## config.mk

```make
export PLATFORM = sky130hd
export DESIGN_NAME = eth_decap_flat
export DESIGN_NICKNAME = d
export VERILOG_FILES = /design/src/rtl/eth_decap_if.sv /design/src/rtl/eth_decap.sv /design/src/flat_wrapper.sv
export SDC_FILE = /design/constraint.sdc
export NUM_CORES = 1
export LEC_CHECK = 0
export BUFFER_PORTS_ARGS = -buffer_cell sky130_fd_sc_hd__buf_2
export CORE_MARGIN = 2
export CORE_UTILIZATION = 50
export DETAILED_ROUTE_END_ITERATION = 8
export GPL_TIMING_DRIVEN = 1
export PLACE_DENSITY_LB_ADDON = 0.1
export SLEW_MARGIN = 10
export SYNTH_ARGS = -nofsm -noshare
export SYNTH_HDL_FRONTEND = slang
export SYNTH_SLANG_ARGS = --single-unit
```

## constraint.sdc

```tcl
create_clock -name clk156 -period 2.9 [get_ports clk156]
set_input_delay 0.145 -clock clk156 [delete_from_list [all_inputs] [get_ports clk156]]
set_output_delay 0.145 -clock clk156 [all_outputs]
set_load 0.05 [all_outputs]
```

## src/rtl/eth_decap_if.sv

```systemverilog
// -----------------------------------------------------------------------------
// eth_decap_if
// Bundles the MAC RX stream and the FIFO write side used by eth_decap.
//   s_axis_rx_tvalid/tdata/tkeep/tlast/tuser : MAC RX beat (no backpressure)
//   wr_en / din                              : FIFO write strobe and 74-bit word
//   full / prog_full                         : FIFO status flags
// Modports:
//   master : stream source, FIFO model (drives stream and flags, sees writes)
//   slave  : the decapsulator
// -----------------------------------------------------------------------------
interface eth_decap_if;
  logic        s_axis_rx_tvalid;
  logic [63:0] s_axis_rx_tdata;
  logic [7:0]  s_axis_rx_tkeep;
  logic        s_axis_rx_tlast;
  logic        s_axis_rx_tuser;
  logic        wr_en;
  logic [73:0] din;
  logic        full;
  logic        prog_full;

  modport master (
    output s_axis_rx_tvalid, s_axis_rx_tdata, s_axis_rx_tkeep,
           s_axis_rx_tlast, s_axis_rx_tuser, full, prog_full,
    input  wr_en, din
  );

  modport slave (
    input  s_axis_rx_tvalid, s_axis_rx_tdata, s_axis_rx_tkeep,
           s_axis_rx_tlast, s_axis_rx_tuser, full, prog_full,
    output wr_en, din
  );
endinterface

```

## src/rtl/eth_decap.sv

```systemverilog
// -----------------------------------------------------------------------------
// eth_decap
// Strips the 16-byte Ethernet/length header from TLP-carrying frames and
// writes the payload into a FIFO as {err, tlast, tkeep, tdata} words.
// Ports:
//   clk156          : sole clock, rising edge
//   sys_rst_n       : asynchronous active-low reset
//   bus (slave)     : MAC RX stream in, FIFO write strobe/word out, FIFO flags in
//   stat_rx_frames  : admitted frames whose tlast word was written
//   stat_drop_type  : frames dropped for a foreign EtherType
//   stat_drop_len   : frames with an illegal/short length
//   stat_drop_ovf   : frames lost to FIFO prog_full/full
//   ovf_sticky      : set on any FIFO overflow, cleared only by reset
// -----------------------------------------------------------------------------
module eth_decap #(
  parameter logic [15:0] ETHERTYPE = 16'h88B5,
  parameter logic [15:0] MAX_LEN   = 16'd1500
) (
  input  logic        clk156,
  input  logic        sys_rst_n,
  eth_decap_if.slave  bus,
  output logic [15:0] stat_rx_frames,
  output logic [15:0] stat_drop_type,
  output logic [15:0] stat_drop_len,
  output logic [15:0] stat_drop_ovf,
  output logic        ovf_sticky
);

  typedef enum logic [2:0] {IDLE, HDR1, PAYLOAD, PAD, DROP} state_t;

  state_t      state_q, state_d;
  logic [13:0] beats_q, beats_d;       // payload beats expected
  logic [13:0] cnt_q, cnt_d;           // payload beats accepted so far
  logic [7:0]  lastkeep_q, lastkeep_d;
  logic [72:0] hold_q, hold_d;         // held final word {tlast, tkeep, tdata}
  logic        hold_vld_q, hold_vld_d;
  logic        wr_en_q, wr_en_d;
  logic [73:0] din_q, din_d;
  logic [15:0] frames_q, type_q, len_q, ovf_q;
  logic        sticky_q, sticky_d;
  logic        inc_frames, inc_type, inc_len, inc_ovf;

  logic        wr_req;
  logic [73:0] wr_word;

  // Header fields of beat1 (big-endian on the wire)
  logic [15:0] etype, plen;
  logic [13:0] beats_calc;
  logic [7:0]  lastkeep_calc;

  assign etype      = {bus.s_axis_rx_tdata[39:32], bus.s_axis_rx_tdata[47:40]};
  assign plen       = {bus.s_axis_rx_tdata[55:48], bus.s_axis_rx_tdata[63:56]};
  assign beats_calc = {1'b0, plen[15:3]} + {13'd0, |plen[2:0]};
  assign lastkeep_calc = (plen[2:0] == 3'd0) ? 8'hFF
                       : (8'hFF >> (4'd8 - {1'b0, plen[2:0]}));

  always_comb begin
    state_d    = state_q;
    beats_d    = beats_q;
    cnt_d      = cnt_q;
    lastkeep_d = lastkeep_q;
    hold_d     = hold_q;
    hold_vld_d = hold_vld_q;
    wr_en_d    = 1'b0;
    din_d      = din_q;
    sticky_d   = sticky_q;
    inc_frames = 1'b0;
    inc_type   = 1'b0;
    inc_len    = 1'b0;
    inc_ovf    = 1'b0;
    wr_req     = 1'b0;
    wr_word    = '0;

    if (bus.s_axis_rx_tvalid) begin
      case (state_q)
        IDLE: begin
          if (bus.s_axis_rx_tlast) inc_len = 1'b1;
          else                     state_d = HDR1;
        end
        HDR1: begin
          if (bus.s_axis_rx_tlast) begin
            inc_len = 1'b1;
            state_d = IDLE;
          end else if (etype != ETHERTYPE) begin
            inc_type = 1'b1;
            state_d  = DROP;
          end else if (plen == 16'd0 || plen > MAX_LEN) begin
            inc_len = 1'b1;
            state_d = DROP;
          end else if (bus.prog_full) begin
            inc_ovf = 1'b1;
            state_d = DROP;
          end else begin
            beats_d    = beats_calc;
            lastkeep_d = lastkeep_calc;
            cnt_d      = '0;
            hold_vld_d = 1'b0;
            state_d    = PAYLOAD;
          end
        end
        PAYLOAD: begin
          cnt_d = cnt_q + 14'd1;
          if (cnt_q + 14'd1 == beats_q) begin
            if (bus.s_axis_rx_tlast) begin
              wr_req  = 1'b1;
              wr_word = {~bus.s_axis_rx_tuser, 1'b1, lastkeep_q, bus.s_axis_rx_tdata};
              state_d = IDLE;
            end else begin
              hold_d     = {1'b1, lastkeep_q, bus.s_axis_rx_tdata};
              hold_vld_d = 1'b1;
              state_d    = PAD;
            end
          end else if (bus.s_axis_rx_tlast) begin
            // Frame ended before its declared length: flush what arrived as errored
            wr_req  = 1'b1;
            wr_word = {1'b1, 1'b1, bus.s_axis_rx_tkeep, bus.s_axis_rx_tdata};
            inc_len = 1'b1;
            state_d = IDLE;
          end else begin
            wr_req  = 1'b1;
            wr_word = {1'b0, 1'b0, 8'hFF, bus.s_axis_rx_tdata};
          end
        end
        PAD: begin
          if (bus.s_axis_rx_tlast) begin
            wr_req     = hold_vld_q;
            wr_word    = {~bus.s_axis_rx_tuser, hold_q};
            hold_vld_d = 1'b0;
            state_d    = IDLE;
          end
        end
        DROP: begin
          if (bus.s_axis_rx_tlast) state_d = IDLE;
        end
        default: state_d = IDLE;
      endcase
    end

    // full is judged on the cycle the beat needing the write is accepted, so a
    // rejected word never reaches wr_en. Overflow takes precedence over the
    // short-frame count so each lost frame is charged to one counter only.
    if (wr_req) begin
      if (bus.full) begin
        inc_ovf    = 1'b1;
        inc_len    = 1'b0;
        sticky_d   = 1'b1;
        hold_vld_d = 1'b0;
        state_d    = bus.s_axis_rx_tlast ? IDLE : DROP;
      end else begin
        wr_en_d    = 1'b1;
        din_d      = wr_word;
        inc_frames = wr_word[72];
      end
    end
  end

  always_ff @(posedge clk156 or negedge sys_rst_n) begin
    if (!sys_rst_n) begin
      state_q    <= IDLE;
      beats_q    <= '0;
      cnt_q      <= '0;
      lastkeep_q <= '0;
      hold_q     <= '0;
      hold_vld_q <= 1'b0;
      wr_en_q    <= 1'b0;
      din_q      <= '0;
      frames_q   <= '0;
      type_q     <= '0;
      len_q      <= '0;
      ovf_q      <= '0;
      sticky_q   <= 1'b0;
    end else begin
      state_q    <= state_d;
      beats_q    <= beats_d;
      cnt_q      <= cnt_d;
      lastkeep_q <= lastkeep_d;
      hold_q     <= hold_d;
      hold_vld_q <= hold_vld_d;
      wr_en_q    <= wr_en_d;
      din_q      <= din_d;
      sticky_q   <= sticky_d;
      if (inc_frames) frames_q <= frames_q + 16'd1;
      if (inc_type)   type_q   <= type_q + 16'd1;
      if (inc_len)    len_q    <= len_q + 16'd1;
      if (inc_ovf)    ovf_q    <= ovf_q + 16'd1;
    end
  end

  assign bus.wr_en      = wr_en_q;
  assign bus.din        = din_q;
  assign stat_rx_frames = frames_q;
  assign stat_drop_type = type_q;
  assign stat_drop_len  = len_q;
  assign stat_drop_ovf  = ovf_q;
  assign ovf_sticky     = sticky_q;

endmodule
```

## src/flat_wrapper.sv

```systemverilog
// flat-port wrapper written by rule: the top's interface ports become plain ports
module eth_decap_flat 
#(
  parameter logic [15:0] ETHERTYPE = 16'h88B5,
  parameter logic [15:0] MAX_LEN   = 16'd1500
)
  (clk156, sys_rst_n, stat_rx_frames, stat_drop_type, stat_drop_len, stat_drop_ovf, ovf_sticky, bus_s_axis_rx_tvalid, bus_s_axis_rx_tdata, bus_s_axis_rx_tkeep, bus_s_axis_rx_tlast, bus_s_axis_rx_tuser, bus_full, bus_prog_full, bus_wr_en, bus_din);
  eth_decap_if bus_i ();
  input  logic clk156;
  input  logic sys_rst_n;
  output logic [15:0] stat_rx_frames;
  output logic [15:0] stat_drop_type;
  output logic [15:0] stat_drop_len;
  output logic [15:0] stat_drop_ovf;
  output logic ovf_sticky;
  input wire logic [$bits(bus_i.s_axis_rx_tvalid)-1:0] bus_s_axis_rx_tvalid;
  input wire logic [$bits(bus_i.s_axis_rx_tdata)-1:0] bus_s_axis_rx_tdata;
  input wire logic [$bits(bus_i.s_axis_rx_tkeep)-1:0] bus_s_axis_rx_tkeep;
  input wire logic [$bits(bus_i.s_axis_rx_tlast)-1:0] bus_s_axis_rx_tlast;
  input wire logic [$bits(bus_i.s_axis_rx_tuser)-1:0] bus_s_axis_rx_tuser;
  input wire logic [$bits(bus_i.full)-1:0] bus_full;
  input wire logic [$bits(bus_i.prog_full)-1:0] bus_prog_full;
  output wire logic [$bits(bus_i.wr_en)-1:0] bus_wr_en;
  output wire logic [$bits(bus_i.din)-1:0] bus_din;
  assign bus_i.s_axis_rx_tvalid = bus_s_axis_rx_tvalid;
  assign bus_i.s_axis_rx_tdata = bus_s_axis_rx_tdata;
  assign bus_i.s_axis_rx_tkeep = bus_s_axis_rx_tkeep;
  assign bus_i.s_axis_rx_tlast = bus_s_axis_rx_tlast;
  assign bus_i.s_axis_rx_tuser = bus_s_axis_rx_tuser;
  assign bus_i.full = bus_full;
  assign bus_i.prog_full = bus_prog_full;
  assign bus_wr_en = bus_i.wr_en;
  assign bus_din = bus_i.din;
  eth_decap #(.ETHERTYPE(ETHERTYPE), .MAX_LEN(MAX_LEN)) u_core (.clk156(clk156), .sys_rst_n(sys_rst_n), .bus(bus_i), .stat_rx_frames(stat_rx_frames), .stat_drop_type(stat_drop_type), .stat_drop_len(stat_drop_len), .stat_drop_ovf(stat_drop_ovf), .ovf_sticky(ovf_sticky));
endmodule
```

-- After elaboration in Yosys (flattened, before gate mapping)
Cells that the tools add are included.
- register bits: 253
- input bits: 79
- output and inout bits: 140
- word-level logic and storage cells: 115
- add/sub/neg operators: 7
- $lt $le $gt $ge: 1
- eq/ne operators: 10
- shifts and indexed selects: 1
- mux-type cells: 65
- bitwise logic cells: 6
- reduce and logical (&&, ||, !) cells: 12
- operators with widths (operator ; count):
    $mux W74 ; 5
    $pmux W74 S2 ; 1
    $add A16 B1 Y16 const B ; 4
    $mux W14 ; 4
    $mux W1 ; 37
    $mux W3 ; 11
    $pmux W14 S2 ; 1
    $gt A16 B11 Y1 const B ; 1
    $logic_not A16 Y1 ; 1
    $ne A16 B16 Y1 const B ; 1
    $add A13 B1 Y14 ; 1
    $add A14 B1 Y14 const B ; 1
    $eq A14 B14 Y1 ; 1
    $pmux W3 S4 ; 1
    $reduce_and A6 Y1 ; 2
    $mux W8 ; 1
    $ne A2 B2 Y1 const B ; 4
    $shr A8 B4 Y8 const A ; 1
    $eq A3 B2 Y1 const B ; 2
    $logic_not A3 Y1 ; 2
    $not A1 Y1 ; 6
    $pmux W1 S3 ; 2
    $reduce_and A2 Y1 ; 2
    $reduce_and A4 Y1 ; 1
    other kinds (9) ; 9

-- Depth between registers and ports, before layout
- depth after elaboration: 9
- depth in mapped cells: 12
- gate-level depth less buffers: 10

-- Worst setup path before layout
OpenSTA, ideal clock, no wires.
- path type: reg-to-reg
- start: register u_core.cnt_q[0]
- end: register u_core.hold_q[0]
- setup time: 0.128 ns
- data arrival time: 2.612 ns
- required time: 2.772 ns
- slack: 0.160 ns
- cell stages (with the launch flop): 12
- buffers on the path: 3
- clock period less this slack: 2.740 ns
- cell sequence: dfrtp_1 ha_1 clkbuf_1 and2_1 a211oi_1 o221a_2 nand4_1 nor4_4 nand3_1 buf_2 buf_2 mux2_1
- word-level cells in the longest chain between the ends: 3
- RTL lines (item ; line ; source):
    from (decl) ; eth_decap.sv:33 ; logic [13:0] cnt_q, cnt_d;
    from (signal assigned) ; eth_decap.sv:175 ; cnt_q <= cnt_d;
    $add A14 B1 Y14 ; eth_decap.sv:103 ; if (cnt_q + 14'd1 == beats_q) begin
    $eq A14 B14 Y1 ; eth_decap.sv:103 ;
    $reduce_and A4 Y1 (no source line) ; n/a ;
    to (signal assigned) ; eth_decap.sv:177 ; hold_q <= hold_d;
    to (decl) ; eth_decap.sv:35 ; logic [72:0] hold_q, hold_d;
No other way between the ends.
A chain may end at the register's enable or synchronous reset.

-- Worst setup path after layout
- start: register u_core.cnt_q[1]
- end: register u_core.din_q[32], in the netlist u_core.bus.din[32]
- word-level cells in the longest chain between the ends: 6
- elaborated cells between the ends (all ways): 9
- those cells by class: add/sub (1); eq/ne (1); mux (6); reduce/logical (1)
- RTL lines (item ; line ; source):
    $add A14 B1 Y14 (*) ; eth_decap.sv:103 ;
    $eq A14 B14 Y1 (*) ; eth_decap.sv:103 ;
    $mux W1 ; eth_decap.sv:103 ;
    $pmux W1 S2 ; eth_decap.sv:75 ; case (state_q)
    $mux W1 ; eth_decap.sv:74 ; if (bus.s_axis_rx_tvalid) begin
    $reduce_and A2 Y1 (no source line) ; n/a ;
    to (signal assigned) ; eth_decap.sv:180 ; din_q <= din_d;
    to (decl) ; eth_decap.sv:38 ; logic [73:0] din_q, din_d;
Every way passes the cells marked *; elsewhere a longest branch is shown, timed or not.

==> run metrics <==
Seq/Total Area, Yosys=54.91%; Max Fclk=367.6 MHz; Worst Skew=0.01459 ns; Async S/R FF share, synth=100.0%; EDFF count, synth=0; number of global-route vias before repair=9147; share of layout cells above drive strength 1=28.50%; max-slew violations=0; WS Path Type=reg2reg; hold path endpoint=u_core.bus.din[70]$_DFFE_PN0P_; Placed Area=0.01315 mm²; final WL=28.43 mm; largest net degree at the start of global routing=73; count of cell types in the netlist=62; Worst Setup End Kind=flop; Internal Power=6.089 mW; clk root buf=clkbuf_16; crit path DAT=3.14 ns; top cell type's share of synthesized area=54.91%; CP peak stage delay=0.39 ns; Setup crit start kind=flop; antenna diode count=0; Bufs on Longest Clock Path=3; outcome=finished clean; CP Data Required Time=3.32 ns; clock group share of total power=43.2%; Clock Latency Late Sink=0.54 ns; beginning of the worst hold path=bus_s_axis_rx_tkeep[6]; routability cong.=0.8589; Hold Path Depth=5; # rows=55; Peak supply drop=0.4391 mV; Area growth syn-to-layout=29.51%; post-DP HPWL=18.48 mm; Worst Tran Pin Value=0.5250 ns; area leader, netlist=dfrtp_1; H-tree depth=1; Most used DFF post-synth=dfrtp_1; Hold Vio Cnt, Final=0; Synth Net Count=1158; number of antenna violations at the first check in global routing=0; final setup fails=0; number of port buffers=218; syn_area_per_cell=10.80 µm²; period utilization=93.80%; Placed Cells=1548; worst hold path type=in2reg; Synth Register Bits=253; Num CTS Buffers=28; Final #Nets=1454; most area-consuming cells after synthesis=dfrtp_1 55%, mux2_2 5.3%, a22oi_1 4.8%; Tot Pwr=8.280 mW; Slowest cell on crit path=dfrtp_1; post-route cell area=0.01493 mm²; total clock sinks=253; Vias=9164; Sw Ratio=26.45%; Cell Area, Synth=0.01153 mm²; TritonCTS clock tree=yes; die area=0.02429 mm²; first drt pass iteration count=5; Logic pwr share=11.4%; post-layout util=65.95%; top-count cell post-synth=dfrtp_1; crit path time final=2.720 ns; cell chain of the critical path=ha_4, nand3_2, or3b_4, a222oi_1, nand4_1, nor4_4, buf_4, nor2_4, buf_12, buf_16, a22oi_1, a21oi_1; r2r setup slk=0.18 ns; Die Width=155.9 µm; R2R depth=12; sequential power share=45.4%; I/O pin cnt=219; reg2reg start=u_core.cnt_q[1]$_DFFE_PN0P_; Yosys warning count=0; RSZ-0062 raised after global routing=true; Via density=5.484; residual DRC count=0; WL per Instance=17.01 µm; core area=0.02264 mm²; Rel. slew slack=65.00%; crit path max fanout=38; Initial Util=50.93%; MaxCap Viol Count=0; Leak=7.309 nW; worst flop-to-flop path endpoint=u_core.bus.din[32]$_DFFE_PN0P_; Die Ht=155.9 µm; clock slew at reported path FFs=0.06 ns; Power Density=554.5 mW/mm²; GRT Overall Usage=23.63%; first-pass GRT wire length=46.92 mm; Synth top cells by count=253 x dfrtp_1, 116 x nor2_1, 81 x a21oi_1, 78 x nand2_1, 73 x a22oi_1; Post-Synthesis Cells=1068; Switch Pwr=2.190 mW; final non-filler cell total=1671; 1st-iter DRT viols=525; Routed Antenna Nets=0; GRT Residual Overflow=0
-- state kept, by name (all words and copies together), names as in the netlist --
name	count
u_core.lastkeep_q	8
u_core.cnt_q	14
u_core.ovf_sticky	1
u_core.beats_q	14
u_core.hold_q	73
u_core.stat_drop_ovf	16
u_core.bus.wr_en	1
u_core.stat_rx_frames	16
u_core.stat_drop_type	16
u_core.state_q	3
u_core.stat_drop_len	16
u_core.bus.din	74
u_core.hold_vld_q	1
-- layout by cell type (no fill, tap or decap), drive strengths merged, types with 2 or more instances in the layout --
cell type / n
buf: 260
dfrtp: 253
nor2: 117
a21oi: 81
nand2: 78
mux2: 76
a22oi: 73
dlygate4sd3: 67
xnor2: 54
o21ai: 45
clkbuf: 45
nand3: 35
xor2: 28
nand4: 25
and3: 17
inv: 15
and2: 13
nor3: 12
ha: 11
nand2b: 10
nor4: 9
mux2i: 8
and4: 5
clkinv: 5
nand3b: 4
o21a: 3
nor4b: 3
o31ai: 3
a31o: 2
o21bai: 2
and4b: 2
nor2b: 2
a21o: 2
bufinv: 2
-- routing by layer --
layer / vias up / track usage (%) / wire length, µm
met5: - / 0 / 0
met4: 0 / 5.374 / 555
met3: 38 / 5.222 / 1660
met2: 222 / 38.45 / 13410
met1: 4519 / 32.68 / 12800
li1: 4385 / - / -
-- what timing repair did --
item / in CTS / in global routing
hold endpoints to repair: 189 / 0
hold buffers: 67 / 0
setup buffers: 0 / 4
setup endpoints to repair: 0 / 164
gates resized for setup: 0 / 25
-- final cells by class --
class                   count  area, µm²
flip-flops and latches    253       6332
well taps                 285      356.6
multi-input cells         738       5017
inverters                  16      62.56
clock buffers              45      844.6
clock inverters             7      98.84
fillers                  1811       7709
repair buffers            327       2220
-- cells by family (layout without fill, tap and decap cells) --
group	after synthesis	after routing	synth area share (%)
flip-flops	253	253	54.91
XOR/XNOR	82	82	6.229
AO/OA/AOI/OAI	225	225	12.32
buffers and inverters	77	395	2.800
AND/OR/NAND/NOR	336	336	14.43
adder cells (fa/ha/maj)	11	11	1.194
multiplexers	84	84	8.117
-- worst max-delay path: cells and delay by family, from the launching register on --
family,cells,cell delay (ns)
AO/OA/AOI/OAI,3,0.53
AND/OR/NAND/NOR,5,0.96
buffers and inverters,3,0.49
adder cells (fa/ha/maj),1,0.18
flip-flops,1,0.39
-- worst max path at each step --
stage	start	endpoint	slack, ns
detailed placement	u_core.cnt_q[0]$_DFFE_PN0P_	u_core.bus.din[49]$_DFFE_PN0P_	0.04
floorplan	u_core.cnt_q[0]$_DFFE_PN0P_	u_core.hold_q[0]$_DFFE_PN0P_	0.16
global placement	u_core.cnt_q[2]$_DFFE_PN0P_	u_core.hold_q[14]$_DFFE_PN0P_	0.1
global route	u_core.cnt_q[1]$_DFFE_PN0P_	u_core.bus.din[30]$_DFFE_PN0P_	-0.03
CTS	u_core.cnt_q[0]$_DFFE_PN0P_	u_core.bus.din[49]$_DFFE_PN0P_	0.02
finish	u_core.cnt_q[1]$_DFFE_PN0P_	u_core.bus.din[32]$_DFFE_PN0P_	0.18
-- power groups by stage --
stage | clock (mW) | sequential [mW] | combinational [mW]
global placement | 0 | 3.82 | 0.870
finish | 3.58 | 3.76 | 0.944
CTS | 3.66 | 3.75 | 0.952
floorplan | 0 | 4.15 | 0.199
global route | 3.80 | 3.77 | 1.02
detailed placement | 0 | 3.82 | 0.880
-- metrics by stage --
step | hold slack (ns) | worst slack (ns) | setup TNS (ns)
floorplan | -0.1506 | 0.1602 | 0
global placement | 0.1263 | 0.09696 | 0
detailed placement | 0.1253 | 0.03987 | 0
CTS | 0.1149 | 0.02300 | 0
global route | 0.1426 | -0.03212 | -0.4038
finish | 0.1327 | 0.1797 | 0
No activity file was read; power rests on OpenSTA's default activity.
